`config.mk`:
```
export PLATFORM = sky130hd
export DESIGN_NAME = boot_loader
export DESIGN_NICKNAME = d
export VERILOG_FILES = /design/src/rtl/boot_loader.sv
export SDC_FILE = /design/constraint.sdc
export NUM_CORES = 1
export LEC_CHECK = 0
export CAP_MARGIN = 10
export CORE_AREA = 4 4 110 112
export CTS_CLUSTER_DIAMETER = 40
export DETAILED_ROUTE_END_ITERATION = 7
export DIE_AREA = 0 0 114 116
export PLACE_DENSITY = 0.61
export SLEW_MARGIN = 40
export SYNTH_ARGS = -nofsm -noshare
export SYNTH_HDL_FRONTEND = slang
export SYNTH_SLANG_ARGS = --single-unit
```
`constraint.sdc`:
```
create_clock -name clk -period 4.49 [get_ports clk]
set_clock_uncertainty 0.15 [all_clocks]
set_input_delay 0.449 -clock clk [delete_from_list [all_inputs] [get_ports clk]]
set_output_delay 0.449 -clock clk [all_outputs]
set_load 0.005 [all_outputs]
```
`src/rtl/boot_loader.sv`:
```
// Framed byte-stream loader: assembles little-endian words into CPU memory and holds the CPU
// in reset until the whole image is written and its checksum verified.
module boot_loader #(
  parameter int unsigned ADDR_W = 8
) (
  input  logic              clk,
  input  logic              rst,
  input  logic              in_valid,
  input  logic [7:0]        in_data,
  output logic              in_ready,
  output logic              mem_we,
  output logic [ADDR_W-1:0] mem_addr,
  output logic [31:0]       mem_wdata,
  output logic              cpu_rst,
  output logic              done,
  output logic              err
);

  typedef enum logic [2:0] {
    StLenLo,
    StLenHi,
    StData,
    StChk,
    StDone,
    StErr
  } state_e;

  state_e              state_q, state_d;
  logic [15:0]         len_q, len_d;
  logic [ADDR_W:0]     word_cnt_q, word_cnt_d;
  logic [1:0]          byte_idx_q, byte_idx_d;
  logic [31:0]         word_q, word_d;
  logic [7:0]          sum_q, sum_d;
  logic                mem_we_q, mem_we_d;
  logic [ADDR_W-1:0]   mem_addr_q, mem_addr_d;
  logic [31:0]         mem_wdata_q, mem_wdata_d;
  logic                cpu_rst_q, cpu_rst_d;

  logic                accept;
  logic [15:0]         len_in;
  logic [31:0]         word_in;
  logic                overflow;
  logic                last_word;

  assign accept   = in_valid & in_ready;
  assign len_in   = {in_data, len_q[7:0]};
  // Bytes shift in from the top so byte0 ends up in [7:0] after four shifts.
  assign word_in  = {in_data, word_q[31:8]};
  assign overflow = {16'h0000, len_in} > (32'd1 << ADDR_W);
  assign last_word = (32'(word_cnt_q) + 32'd1) == {16'h0000, len_q};

  // State register and datapath registers.
  always_ff @(posedge clk) begin
    if (rst) begin
      state_q     <= StLenLo;
      len_q       <= '0;
      word_cnt_q  <= '0;
      byte_idx_q  <= '0;
      word_q      <= '0;
      sum_q       <= '0;
      mem_we_q    <= 1'b0;
      mem_addr_q  <= '0;
      mem_wdata_q <= '0;
      cpu_rst_q   <= 1'b1;
    end else begin
      state_q     <= state_d;
      len_q       <= len_d;
      word_cnt_q  <= word_cnt_d;
      byte_idx_q  <= byte_idx_d;
      word_q      <= word_d;
      sum_q       <= sum_d;
      mem_we_q    <= mem_we_d;
      mem_addr_q  <= mem_addr_d;
      mem_wdata_q <= mem_wdata_d;
      cpu_rst_q   <= cpu_rst_d;
    end
  end

  // Next-state logic.
  always_comb begin
    state_d = state_q;
    unique case (state_q)
      StLenLo: if (accept) state_d = StLenHi;
      StLenHi: begin
        if (accept) begin
          if (overflow)            state_d = StErr;
          else if (len_in == '0)   state_d = StChk;
          else                     state_d = StData;
        end
      end
      StData:  if (accept && byte_idx_q == 2'd3 && last_word) state_d = StChk;
      StChk:   if (accept) state_d = (in_data == sum_q) ? StDone : StErr;
      StDone:  state_d = StDone;
      StErr:   state_d = StErr;
      default: state_d = StLenLo;
    endcase
  end

  // Datapath next-state: length capture, word assembly, checksum and write strobe.
  always_comb begin
    len_d       = len_q;
    word_cnt_d  = word_cnt_q;
    byte_idx_d  = byte_idx_q;
    word_d      = word_q;
    sum_d       = sum_q;
    mem_we_d    = 1'b0;
    mem_addr_d  = mem_addr_q;
    mem_wdata_d = mem_wdata_q;
    if (accept) begin
      if (state_q == StLenLo) begin
        len_d = {8'h00, in_data};
      end else if (state_q == StLenHi) begin
        len_d = len_in;
      end else if (state_q == StData) begin
        word_d     = word_in;
        sum_d      = sum_q + in_data;
        byte_idx_d = byte_idx_q + 2'd1;
        if (byte_idx_q == 2'd3) begin
          mem_we_d    = 1'b1;
          mem_addr_d  = word_cnt_q[ADDR_W-1:0];
          mem_wdata_d = word_in;
          word_cnt_d  = word_cnt_q + {{ADDR_W{1'b0}}, 1'b1};
        end
      end
    end
    cpu_rst_d = (state_d != StDone);
  end

  // Outputs.
  always_comb begin
    in_ready = 1'b0;
    done     = 1'b0;
    err      = 1'b0;
    unique case (state_q)
      StLenLo, StLenHi, StData, StChk: in_ready = 1'b1;
      StDone:  done = 1'b1;
      StErr:   err  = 1'b1;
      default: in_ready = 1'b0;
    endcase
  end

  assign mem_we    = mem_we_q;
  assign mem_addr  = mem_addr_q;
  assign mem_wdata = mem_wdata_q;
  assign cpu_rst   = cpu_rst_q;

endmodule

```
* Yosys cells after proc, flatten, opt, wreduce, memory -nomap -nowiden
Index checks and enable logic that the tools add are counted.
** Word-level totals
- Register bits :: 112
- Output and inout port bits :: 45
- Logic and storage cells :: 55
- Input port bits :: 11
** Cells by class
- Bitwise logic cells :: 5
- Equality and inequality tests :: 9
- Reductions and logical operators :: 11
- Add/sub/neg operators :: 4
- Magnitude comparators :: 1
- Muxes and demuxes :: 14
** Operators by type and width (number)
- two-way mux 16 bit :: 2
- case mux 3 bit (6 select lines) :: 1
- == test 10 x 16 -> 1 bit :: 1
- greater-than comparator 16 x 9 -> 1 bit, second input constant :: 1
- logical NOT 16 bit :: 1
- two-way mux 3 bit :: 5
- adder 9 x 1 -> 10 bit, second input constant :: 1
- adder 9 x 1 -> 9 bit, second input constant :: 1
- adder 8 bit :: 1
- == test 8 bit :: 1
- == test 3 x 2 -> 1 bit, second input constant :: 2
- == test 3 bit, second input constant :: 2
- two-way mux 1 bit :: 6
- AND reduction 5 bit :: 1
- OR reduction 5 bit :: 1
- NOT 1 bit :: 4
- AND reduction 2 bit :: 2
- AND reduction 4 bit :: 1
- OR reduction 4 bit :: 1
- == test 3 x 1 -> 1 bit, second input constant :: 1
- logical NOT 3 bit :: 1
- != test 3 bit, second input constant :: 1
- adder 2 x 1 -> 2 bit, second input constant :: 1
- == test 2 bit, second input constant :: 1
- 3 further kinds :: 4

* Longest topological paths before layout
Gate-level depths: netlist (run 1).
- Depth after elaboration :: 9
- Mapped depth :: 8
- Gate-level depth less buffers :: 8

* Least setup slack after synthesis (run 1)
No wires, ideal clock.
- Path type :: input -> register
- Start point :: input in_data[6]
- End point :: register state_q[0]
- Path slack :: 2.338 ns
- Path buffers :: 0
- Required time :: 4.209 ns
- Data arrival time :: 1.871 ns
- Stages on the path :: 6
- Library setup time :: 0.131 ns
- Path through :: ha_1 > or4_1 > nor4_1 > nand4_1 > a41oi_1 > o32ai_1
** Between the ends
- Cells in the longest elaborated chain, start to end :: 5
- Elaborated cells on any way between the ends :: 9
- Classes of those cells :: order compare (1); eq/ne (1); mux (6); reduce/logical (1)
** RTL lines
- start, declared :: line 9 : input logic [7:0] in_data,
- parallel branches: the longest is 4 deep, another holds greater-than comparator 16 x 9 -> 1 bit
- case mux 3 bit (6 select lines) (*) :: line 82 : unique case (state_q)
- end signal, assigned :: line 55 : state_q <= StLenLo;
- end signal, assigned :: line 66 : state_q <= state_d;
- end, declared :: line 28 : state_e state_q, state_d;
Mark *: on every way between the ends.
A chain may end at the register's enable or synchronous reset.

* Worst setup path after layout (run 1)
- Start point :: input in_data[2]
- End point :: register state_q[0]
Same word-level chain as after synthesis.

==> results of run 1 <==
-- flip-flops by register name, summed over array words and instances (netlist names) --
name        cells
len_q          16
word_cnt_q      9
word_q         24
mem_addr        8
cpu_rst         1
sum_q           8
state_q         3
byte_idx_q      2
mem_wdata      32
mem_we          1
-- cells by family (layout without fill, tap and decap cells) --
group	count (synthesis)	count (layout)
flops	104	104
compound gates	117	117
mux	2	2
fa+ha+maj	10	10
buf+inv	45	84
simple gates	249	249
xor+xnor	23	23
-- power by group through the flow --
stage / clock [uW] / combinational (uW) / sequential [uW]
after global routing: 859 / 116 / 947
after global placement: 0 / 103 / 966
after CTS: 818 / 105 / 945
final: 795 / 104 / 945
after detailed placement: 0 / 104 / 967
after floorplan: 0 / 70.0 / 961
-- layer usage --
layer  vias up  share of wire (%)  global-route usage (%)
met5         -                  0                       0
met3        16                3.6                    2.61
met4         0                1.6                    5.70
li1       1915                  -                       -
met1      1740                 50                    22.4
met2        72                 45                    25.4
-- synthesized netlist by cell type (3+ instances only) --
library cell / n
a22oi_1: 8
nand4_1: 3
buf_2: 10
o21a_1: 3
xnor2_1: 13
nor2_1: 30
nor3_1: 9
nor2b_1: 3
o2111ai_1: 3
nor4_1: 6
nand2_1: 171
inv_1: 8
clkbuf_1: 26
dfxtp_1: 104
ha_1: 9
xor2_1: 10
nor3b_1: 3
a21oi_1: 83
o21ai_0: 4
nand3_1: 7
nand2b_1: 3
-- critical path, stage by stage --
cell and delay, ns:
clkdlybuf4s50_1 0.56, ha_1 0.43, or4_1 0.48, nor4_1 0.27
nand4_1 0.14, a41oi_1 0.30, o32ai_1 0.13
-- stage by stage --
| stage | total power, uW | instances | hold slack, ns | worst slack (ns) | utilization, % |
|---|---|---|---|---|---|
| floorplan | 1030 | 550 | 0.282 | 2.34 | - |
| global placement | 1070 | 717 | 0.293 | 1.23 | 44.4 |
| detailed placement | 1070 | 717 | 0.295 | 1.47 | 44.4 |
| CTS | 1870 | 732 | 0.304 | 1.82 | 47.1 |
| global route | 1920 | 732 | 0.317 | 1.72 | 47.1 |
| finish | 1840 | 732 | 0.303 | 1.79 | 47.1 |
-- area by class of cell --
| type | instances | area, sq um | share of cell area (%) |
|---|---|---|---|
| Clock inverter | 6 | 78.8 | 1.49 |
| Inverter | 8 | 30.0 | 0.568 |
| Sequential cell | 104 | 2080 | 39.4 |
| Tap cell | 143 | 179 | 3.38 |
| Clock buffer | 9 | 225 | 4.26 |
| Timing Repair Buffer | 61 | 591 | 11.2 |
| Multi-Input combinational cell | 401 | 2100 | 39.8 |
-- worst paths after layout --
| check | startpoint | cells after the start | slack, ns | end |
|---|---|---|---|---|
| worst max-delay path | in_data[2] | 7 | 1.79 | state_q[0] |
| worst min-delay path | word_q[10] | 2 | 0.30 | mem_wdata[2] |
| worst max register to register | state_q[1] | 6 | 2.02 | mem_wdata[23] |
| worst min register to register | word_q[10] | 2 | 0.30 | mem_wdata[2] |
==> qor.json, run 1 <==
{
  "status": {
    "outcome": "complete, no violations"
  },
  "power": {
    "power_frac_seq_pct": 51.2,
    "cell_internal_pwr_uw": 1410,
    "power.share.combinational_pct": 5.7,
    "power.share.switching_pct": 23.4,
    "total_leakage_power_uw": 0.00181,
    "power_per_cell_area_nw_per_um2": 349,
    "max-vdd-ir-drop_uv": 183,
    "share_clk_of_total_power_pct": 43.1,
    "net-switching-power_uw": 431
  },
  "floorplanning": {
    "initial_utilization_pct": 38.9,
    "total_i_o_pin_count": 56,
    "cell_row_count": 39,
    "design.die.area_sq_um": 13200,
    "core_area_sq_um": 11200,
    "die_height_um": 116,
    "die_x_um": 114
  },
  "setup_path": {
    "worst_setup_path_start_kind": "input pin",
    "critPathArrivalTime_ns": 2.76,
    "timing.critical_path.fanout_max": 6,
    "crit_path_end_kind": "flop",
    "critPathRequiredTime_ns": 4.56,
    "path_class": "input pin to flop"
  },
  "place": {
    "io_buffer_count": 55,
    "place.detailed.hpwl_mm": 6.91,
    "postPlaceCellArea_sq_um": 4990,
    "gp_routability_congestion": 0.871
  },
  "clocking": {
    "worst_setup_hold_path_clk_slew_ns": 0.07,
    "cts_made_buffers": 9,
    "quantity_of_gates_resized_following_cts": 0,
    "clock_insertion_delay_worst_skew_ns": 0.34,
    "clock_path_buffers": 2,
    "post_cts_hold_buffer_count": 0,
    "cts.repair_timing.setup_buffer_count": 0,
    "cts-htree-levels": 3,
    "clock-sinks": 104,
    "tritoncts": "done",
    "ctsRootBufferMaster": "clkbuf_16"
  },
  "synthesis": {
    "asyncSetResetFlopFracSynth_pct": 0,
    "synth_simple_gate_area_share_pct": 24.2,
    "post_synth_instance_area_sq_um": 4370,
    "synth-compound-area-share_pct": 15.8,
    "post_synth_xor_area_fraction_pct": 4.61,
    "synth-adder-area-share_pct": 3.03,
    "syn_inst": 550,
    "synth_sequential_area_ratio_pct": 47.6,
    "post_synth.cell_area_avg_sq_um": 7.95,
    "muxShareOfSynthArea_pct": 0.487,
    "syn-num-nets": 571,
    "synth_top_cells_by_area": "dfxtp_1 48%, nand2_1 15%, a21oi_1 9.5%, xnor2_1 2.6%, ha_1 2.6%",
    "postSynthRegisterBits": 104,
    "netlist.top_cell.by_area": "dfxtp_1",
    "ys.warnings.count": 0,
    "synthFlopType": "dfxtp_1",
    "synth_largest_type_area_fraction_pct": 47.6,
    "synth.distinct_cells": 49,
    "synth_edf_count": 0,
    "dominant_combinational_cell_family_by_area_after_synthesis": "simple AND/OR/NAND/NOR gates"
  },
  "finish": {
    "post_route_cells_drive_above_1_share_pct": 4.58,
    "fin_area_sq_um": 5290,
    "antenna_cells": 0,
    "final_cell_mix": "171 x nand2_1, 104 x dfxtp_1, 83 x a21oi_1",
    "mostFrequentLayoutCell": "nand2_1",
    "layout-area-overhead-vs-synth_pct": 21.0,
    "num-fill-cells": 1149,
    "layout.nets": 606
  },
  "sta": {
    "hold_viol_final": 0,
    "setup_total_neg_slack_ns": 0,
    "max_slew.worst_pin.slew_ns": 0.717,
    "fmax_ghz": 0.371,
    "maxSlewHeadroom_pct": 52.2,
    "final-setup-viol-count": 0,
    "rsz0062_at_grt": "false",
    "post-route-period-util_pct": 60.0,
    "number_of_pins_with_negative_max_slew_slack_in_the_final_report": 0,
    "final.min_clock_period_ns": 2.70
  },
  "detailed_routing": {
    "wl_per_cell_um": 14.1,
    "drc": 0,
    "detail-route-antenna-nets": 0,
    "drt_first_pass_iters": 4,
    "routed_wirelength_mm": 10.3,
    "drt_iter0_drc": 197,
    "detailroute.via_count": 3743,
    "via_per_inst": 5.11
  },
  "grt": {
    "first_global_vias": 3509,
    "grt_start_max_net_pins": 71,
    "grt_pass1_wl_mm": 17.2,
    "grt_use_total_pct": 16.1,
    "globalRouteOverflowTotal": 0,
    "grt_antenna_before_repair": 0
  },
  "worst_hold_path": {
    "worstHoldPathType": "flop to flop"
  },
  "flow_run": {
    "max-cap-violations": 0
  }
}
Note: power is estimated with default switching activity, not from simulation.
==> run 2: changes to the inputs <==
--- a/config.mk
+++ b/config.mk
@@ -10,7 +10,7 @@
 export CTS_CLUSTER_DIAMETER = 40
 export DETAILED_ROUTE_END_ITERATION = 7
 export DIE_AREA = 0 0 114 116
-export PLACE_DENSITY = 0.61
+export PLACE_DENSITY = 0.63
 export SLEW_MARGIN = 40
 export SYNTH_ARGS = -nofsm -noshare
 export SYNTH_HDL_FRONTEND = slang
==> constraint.sdc (replaced) <==
create_clock -name clk -period 2.35 [get_ports clk]
set_clock_uncertainty 0.15 [all_clocks]
set_input_delay 0.235 -clock clk [delete_from_list [all_inputs] [get_ports clk]]
set_output_delay 0.235 -clock clk [all_outputs]
set_load 0.005 [all_outputs]
==> qor.json, run 2 (same netlist as run 1, synthesis figures left out) <==
{
  "sta": {
    "post-route-period-util_pct": 94.9,
    "setup_total_neg_slack": {"value": 0, "unit": "ns", "change": "unchanged"},
    "final.min_clock_period_ns": 2.23,
    "maxSlewHeadroom": {"value": 61.4, "unit": "%", "change": "was 52.2%"},
    "max_slew.worst_pin.slew": {"value": 0.578, "unit": "ns", "change": "was 0.717 ns"},
    "final-setup-viol-count": {"value": 0, "change": "unchanged"},
    "number_of_pins_with_negative_max_slew_slack_in_the_final_report": {"value": 0, "change": "unchanged"},
    "rsz0062_at_grt": {"value": "false", "change": "unchanged"},
    "hold_slack": {"value": 0.0651, "unit": "ns", "change": "was 0.303 ns"},
    "fmax_ghz": 0.448,
    "hold_viol_final": {"value": 0, "change": "unchanged"}
  },
  "finish": {
    "final_cell_mix": {"value": "171 x nand2_1, 104 x dfxtp_1, 83 x a21oi_1", "change": "unchanged"},
    "post_route_cells_drive_above_1_share": {"value": 8.62, "unit": "%", "change": "was 4.58%"},
    "layout.nets": {"value": 631, "change": "was 606"},
    "final_core_utilization": {"value": 49.1, "unit": "%", "change": "was 47.1%"},
    "layout-area-overhead-vs-synth": {"value": 26.1, "unit": "%", "change": "was 21.0%"},
    "fin_area": {"value": 5510, "unit": "sq um", "change": "was 5290 sq um"},
    "largest_reg_flops": {"value": 32, "change": "unchanged"},
    "antenna_cells": {"value": 0, "change": "unchanged"},
    "mostFrequentLayoutCell": {"value": "nand2_1", "change": "unchanged"}
  },
  "status": {
    "outcome": {"value": "complete, no violations", "change": "unchanged"}
  },
  "clocking": {
    "worst_setup_hold_path_clk_slew": {"value": 0.07, "unit": "ns", "change": "about the same"},
    "post_cts_hold_buffer_count": {"value": 0, "change": "unchanged"},
    "tritoncts": {"value": "done", "change": "unchanged"},
    "clock_path_buffers": {"value": 2, "change": "unchanged"},
    "cts.repair_timing.setup_buffer_count": {"value": 0, "change": "unchanged"},
    "clock-sinks": {"value": 104, "change": "unchanged"},
    "cts_made_buffers": {"value": 9, "change": "unchanged"},
    "ctsRootBufferMaster": {"value": "clkbuf_16", "change": "unchanged"},
    "clock_insertion_delay_worst_skew": {"value": 0.34, "unit": "ns", "change": "about the same"},
    "cts-htree-levels": {"value": 3, "change": "unchanged"}
  },
  "floorplanning": {
    "initial_utilization": {"value": 38.9, "unit": "%", "change": "unchanged"},
    "die_height": {"value": 116, "unit": "um", "change": "unchanged"},
    "design.die.area": {"value": 13200, "unit": "sq um", "change": "unchanged"},
    "cell_row_count": {"value": 39, "change": "unchanged"},
    "die_x": {"value": 114, "unit": "um", "change": "unchanged"},
    "total_i_o_pin_count": {"value": 56, "change": "unchanged"},
    "core_area": {"value": 11200, "unit": "sq um", "change": "unchanged"}
  },
  "setup_path": {
    "crit_path_top_delay_cell": {"value": "or4_1", "change": "was clkdlybuf4s50_1"},
    "timing.rr.start": {"value": "sum_q[6]", "change": "was state_q[1]"},
    "cp_cell_sequence": {"value": "clkdlybuf4s50_1, ha_1, or4_1, nor4_4, nand4_1, a41oi_2, o32ai_1", "change": "was clkdlybuf4s50_1, ha_1, or4_1, nor4_1, nand4_1, a41oi_1, o32ai_1"},
    "critPathRequiredTime": {"value": 2.42, "unit": "ns", "change": "was 4.56 ns"},
    "timing.critical_path.max_delay_family": {"value": "simple AND/OR/NAND/NOR gates", "change": "unchanged"},
    "worst-path-stages": {"value": 7, "change": "unchanged"},
    "path_class": {"value": "input pin to flop", "change": "unchanged"},
    "timing.critical_path.fanout_max": {"value": 4, "change": "was 6"},
    "crit_path_buf_inv_count": {"value": 1, "change": "unchanged"},
    "crit_path_end_kind": {"value": "flop", "change": "unchanged"},
    "slowest_delay": {"value": 0.57, "unit": "ns", "change": "was 0.56 ns"},
    "critPathArrivalTime": {"value": 2.30, "unit": "ns", "change": "was 2.76 ns"},
    "worst_setup_path_start_kind": {"value": "input pin", "change": "unchanged"},
    "worst_r2r_path_depth": {"value": 6, "change": "unchanged"},
    "crit_path_start": {"value": "in_data[6]", "change": "was in_data[2]"}
  },
  "grt": {
    "grt_pass1_wl": {"value": 17.9, "unit": "mm", "change": "was 17.2 mm"},
    "first_global_vias": {"value": 3716, "change": "was 3509"},
    "grt_antenna_before_repair": {"value": 0, "change": "unchanged"},
    "globalRouteOverflowTotal": {"value": 0, "change": "unchanged"},
    "grt_use_total": {"value": 16.6, "unit": "%", "change": "was 16.1%"},
    "grt_start_max_net_pins": {"value": 51, "change": "was 71"}
  },
  "detailed_routing": {
    "drc": {"value": 0, "change": "unchanged"},
    "routed_wirelength": {"value": 10.7, "unit": "mm", "change": "was 10.3 mm"},
    "via_per_inst": {"value": 5.15, "change": "was 5.11"},
    "wl_per_cell": {"value": 14.1, "unit": "um", "change": "about the same"},
    "detail-route-antenna-nets": {"value": 0, "change": "unchanged"},
    "drt_iter0_drc": {"value": 253, "change": "was 197"},
    "detailroute.via_count": {"value": 3900, "change": "was 3743"},
    "drt_first_pass_iters": {"value": 4, "change": "unchanged"}
  },
  "place": {
    "io_buffer_count": {"value": 55, "change": "unchanged"},
    "gp_routability_congestion": {"value": 0.816, "change": "was 0.871"},
    "postPlaceCellArea": {"value": 5180, "unit": "sq um", "change": "was 4990 sq um"},
    "place.detailed.hpwl": {"value": 7.51, "unit": "mm", "change": "was 6.91 mm"}
  },
  "power": {
    "total_leakage_power": {"value": 0.00193, "unit": "uW", "change": "was 0.00181 uW"},
    "power_per_cell_area": {"value": 643, "unit": "nW/um^2", "change": "was 349 nW/um^2"},
    "max-vdd-ir-drop": {"value": 307, "unit": "uV", "change": "was 183 uV"}
  },
  "flow_run": {
    "max-cap-violations": {"value": 0, "change": "unchanged"}
  },
  "worst_hold_path": {
    "worstHoldPathCells": {"value": 2, "change": "unchanged"},
    "hold_path_startpoint": {"value": "rst", "change": "was word_q[10]"},
    "worstHoldPathType": {"value": "input pin to flop", "change": "was flop to flop"}
  }
}
-- run 2: worst reg2reg max path, cell delays in order, from the launching register on --
cell and delay [ns]:
dfxtp_1 0.32, ha_1 0.33, or4_1 0.57, nor4_4 0.16
nand4_1 0.14, a41oi_2 0.26, o32ai_1 0.13
-- run 2: per-layer routing --
metal,GRT usage (%),wire (um)
met1,22.6,5160
met2,26.7,4950
met3,2.82,380
met4,5.70,200
met5,0,0
-- run 2: path summary, 6_finish.rpt --
kind                  endpoint  slack (ns)
hold reg to reg   mem_wdata[6]        0.30
setup / recovery    state_q[0]        0.12
setup reg to reg    state_q[0]        0.17
hold / removal        sum_q[4]        0.07
-- run 2: area by class of cell --
| type | count | area (sq um) |
|---|---|---|
| clock buffers | 10 | 229 |
| multi-input cells | 401 | 2130 |
| well taps | 143 | 179 |
| fillers | 1118 | 5710 |
| repair buffers | 86 | 791 |
| inverters | 8 | 30.0 |
| clock inverters | 6 | 75.1 |
| flip-flops and latches | 104 | 2080 |
-- run 2: stage by stage --
stage | cells | worst slack [ns] | total power [uW]
2_1_floorplan | 550 | 0.366 | 1970
3_3_place_gp | 742 | -0.214 | 2060
3_5_place_dp | 742 | -0.364 | 2070
4_1_cts | 758 | 0.0638 | 3580
5_1_grt | 758 | 0.0334 | 3680
6_report | 758 | 0.120 | 3550
-- run 2: report_power, final --
| group | total (uW) | internal, uW | leakage (uW) | switching, uW |
|---|---|---|---|---|
| clock | 1510 | 842 | 0.000145 | 672 |
| sequential | 1810 | 1780 | 0.000839 | 24.4 |
| combinational | 226 | 98.5 | 0.000947 | 128 |
| total | 3550 | 2720 | 0.00193 | 824 |
-- run 2: what timing repair did --
action | CTS | global route
endpoints found under the setup margin | 1 | 2
hold endpoints to repair | 0 | 0
pin swaps | 0 | 1
gates resized for setup | 1 | 2
==> run 3: changes to the inputs <==
--- a/config.mk
+++ b/config.mk
@@ -10,6 +10,7 @@
 export CTS_CLUSTER_DIAMETER = 40
 export DETAILED_ROUTE_END_ITERATION = 7
 export DIE_AREA = 0 0 114 116
+export HOLD_SLACK_MARGIN = 0.06
 export PLACE_DENSITY = 0.63
 export SLEW_MARGIN = 40
 export SYNTH_ARGS = -nofsm -noshare
==> qor.json, run 3 (same netlist as run 1, synthesis figures left out) <==
{
  "status": {
    "outcome": {"value": "complete, no violations", "change": "unchanged"}
  },
  "sta": {
    "layout_setup_ws": {"value": 0.112, "unit": "ns", "change": "was 0.120 ns"},
    "max_slew.worst_pin.slew": {"value": 0.551, "unit": "ns", "change": "was 0.578 ns"},
    "fmax": {"value": 0.447, "unit": "GHz", "change": "was 0.448 GHz"},
    "hold_viol_final": {"value": 0, "change": "unchanged"},
    "number_of_pins_with_negative_max_slew_slack_in_the_final_report": {"value": 0, "change": "unchanged"},
    "hold_slack": {"value": 0.303, "unit": "ns", "change": "was 0.0651 ns"},
    "rsz0062_at_grt": {"value": "false", "change": "unchanged"},
    "setup_total_neg_slack": {"value": 0, "unit": "ns", "change": "unchanged"},
    "final-setup-viol-count": {"value": 0, "change": "unchanged"},
    "final.min_clock_period": {"value": 2.24, "unit": "ns", "change": "was 2.23 ns"},
    "maxSlewHeadroom": {"value": 63.1, "unit": "%", "change": "was 61.4%"},
    "post-route-period-util": {"value": 95.2, "unit": "%", "change": "was 94.9%"}
  },
  "setup_path": {
    "path_class": {"value": "input pin to flop", "change": "unchanged"},
    "critPathRequiredTime": {"value": 2.42, "unit": "ns", "change": "about the same"},
    "crit_path_end_kind": {"value": "flop", "change": "unchanged"},
    "worst_setup_path_start_kind": {"value": "input pin", "change": "unchanged"},
    "timing.critical_path.fanout_max": {"value": 4, "change": "unchanged"},
    "cp_cell_sequence": {"value": "clkdlybuf4s50_1, ha_1, or4_1, nor4_4, nand4_1, a41oi_2, o32ai_1", "change": "unchanged"},
    "critPathArrivalTime": {"value": 2.30, "unit": "ns", "change": "about the same"},
    "crit_path_top_delay_cell": {"value": "or4_1", "change": "unchanged"},
    "slowest_delay": {"value": 0.57, "unit": "ns", "change": "about the same"},
    "crit_path_start": {"value": "in_data[6]", "change": "unchanged"},
    "timing.rr.start": {"value": "sum_q[6]", "change": "unchanged"}
  },
  "finish": {
    "layout-area-overhead-vs-synth": {"value": 26.3, "unit": "%", "change": "was 26.1%"},
    "post_route_cells_drive_above_1_share": {"value": 8.60, "unit": "%", "change": "was 8.62%"},
    "final_cell_mix": {"value": "171 x nand2_1, 104 x dfxtp_1, 83 x a21oi_1", "change": "unchanged"},
    "layout.nets": {"value": 632, "change": "was 631"},
    "largest_reg_flops": {"value": 32, "change": "unchanged"},
    "mostFrequentLayoutCell": {"value": "nand2_1", "change": "unchanged"},
    "antenna_cells": {"value": 0, "change": "unchanged"}
  },
  "floorplanning": {
    "die_height": {"value": 116, "unit": "um", "change": "unchanged"},
    "die_x": {"value": 114, "unit": "um", "change": "unchanged"},
    "cell_row_count": {"value": 39, "change": "unchanged"},
    "core_area": {"value": 11200, "unit": "sq um", "change": "unchanged"},
    "design.die.area": {"value": 13200, "unit": "sq um", "change": "unchanged"},
    "initial_utilization": {"value": 38.9, "unit": "%", "change": "unchanged"},
    "total_i_o_pin_count": {"value": 56, "change": "unchanged"}
  },
  "flow_run": {
    "max-cap-violations": {"value": 0, "change": "unchanged"}
  },
  "detailed_routing": {
    "drc": {"value": 0, "change": "unchanged"},
    "drt_iter0_drc": {"value": 268, "change": "was 253"},
    "drt_first_pass_iters": {"value": 4, "change": "unchanged"},
    "routed_wirelength": {"value": 10.7, "unit": "mm", "change": "about the same"},
    "via_per_inst": {"value": 5.13, "change": "was 5.15"},
    "detailroute.via_count": {"value": 3893, "change": "was 3900"},
    "detail-route-antenna-nets": {"value": 0, "change": "unchanged"},
    "wl_per_cell": {"value": 14.1, "unit": "um", "change": "about the same"}
  },
  "worst_hold_path": {
    "worstHoldPathType": {"value": "flop to flop", "change": "was input pin to flop"},
    "hold_path_startpoint": {"value": "mem_wdata[1]", "change": "was rst"}
  },
  "clocking": {
    "worst_setup_hold_path_clk_slew": {"value": 0.07, "unit": "ns", "change": "about the same"},
    "clock_path_buffers": {"value": 2, "change": "unchanged"},
    "tritoncts": {"value": "done", "change": "unchanged"},
    "clock-sinks": {"value": 104, "change": "unchanged"},
    "ctsRootBufferMaster": {"value": "clkbuf_16", "change": "unchanged"},
    "cts-htree-levels": {"value": 3, "change": "unchanged"},
    "clock_insertion_delay_worst_skew": {"value": 0.34, "unit": "ns", "change": "about the same"},
    "cts.repair_timing.setup_buffer_count": {"value": 0, "change": "unchanged"},
    "cts_made_buffers": {"value": 9, "change": "unchanged"}
  },
  "grt": {
    "grt_start_max_net_pins": {"value": 51, "change": "unchanged"},
    "globalRouteOverflowTotal": {"value": 0, "change": "unchanged"},
    "first_global_vias": {"value": 3727, "change": "was 3716"},
    "grt_use_total": {"value": 16.6, "unit": "%", "change": "about the same"},
    "grt_antenna_before_repair": {"value": 0, "change": "unchanged"},
    "grt_pass1_wl": {"value": 17.9, "unit": "mm", "change": "about the same"}
  },
  "power": {
    "max-vdd-ir-drop": {"value": 306, "unit": "uV", "change": "was 307 uV"},
    "power_per_cell_area": {"value": 642, "unit": "nW/um^2", "change": "was 643 nW/um^2"},
    "power": {"value": 3540, "unit": "uW", "change": "was 3550 uW"},
    "total_leakage_power": {"value": 0.00194, "unit": "uW", "change": "was 0.00193 uW"}
  },
  "place": {
    "detailedPlace.worstSlack": {"value": -0.364, "unit": "ns", "change": "unchanged"},
    "gp_routability_congestion": {"value": 0.816, "change": "unchanged"},
    "place.detailed.hpwl": {"value": 7.51, "unit": "mm", "change": "unchanged"},
    "io_buffer_count": {"value": 55, "change": "unchanged"}
  }
}
==> run 3: cell count changes in the layout (fill, tap and decap cells not counted), sizes merged <==
| cell | delta |
|---|---|
| dlygate4sd3 | +1 |
==> run 3: final timing paths <==
check / cells past startpoint / to / slack, ns
max reg2reg: 6 / state_q[0] / 0.16
min: 2 / mem_wdata[1] / 0.30
min reg2reg: 2 / mem_wdata[1] / 0.30
max: 7 / state_q[0] / 0.11
==> run 3: where the power goes <==
group          internal, uW  switching [uW]  leakage, uW
clock                   842             669     0.000145
combinational          99.6             128     0.000951
sequential             1780            24.3     0.000839
==> run 3: critical path: cells and delay by family <==
family                   cells  cell delay (ns)
adder cells (fa/ha/maj)      1             0.37
AND/OR/NAND/NOR              3             0.88
buffers and inverters        1             0.44
AO/OA/AOI/OAI                2             0.39
==> run 3: what timing repair did <==
action | CTS | global route
endpoints found under the setup margin | 1 | 2
gates resized for setup | 1 | 2
pin swaps | 0 | 1
hold endpoints to repair | 1 | 0
hold buffers | 1 | 0
gates cloned | 0 | 0
==> run 3: area by class of cell <==
type	instances	area [sq um]
multi-input cells	401	2130
inverters	8	30.0
repair buffers	87	801
fillers	1117	5700
clock inverters	6	75.1
clock buffers	10	229
well taps	143	179
flip-flops and latches	104	2080
==> run 3: metrics by stage <==
stage / instance area, sq um / std cells / utilization (%)
finish: 5520 / 759 / 49.2
global route: 5520 / 759 / 49.2
global placement: 5180 / 742 / 46.2
CTS: 5510 / 759 / 49.1
detailed placement: 5180 / 742 / 46.2
floorplan: 4370 / 550 / -
==> run 3: routing by layer <==
metal	vias to the layer above	wire length, um	part of all wire, %	track usage (%)
met3	17	442	4.1	2.82
met4	0	170	1.6	5.70
met2	85	4990	47	26.8
met1	1818	5110	48	22.6
met5	-	0	0	0
li1	1973	-	-	-
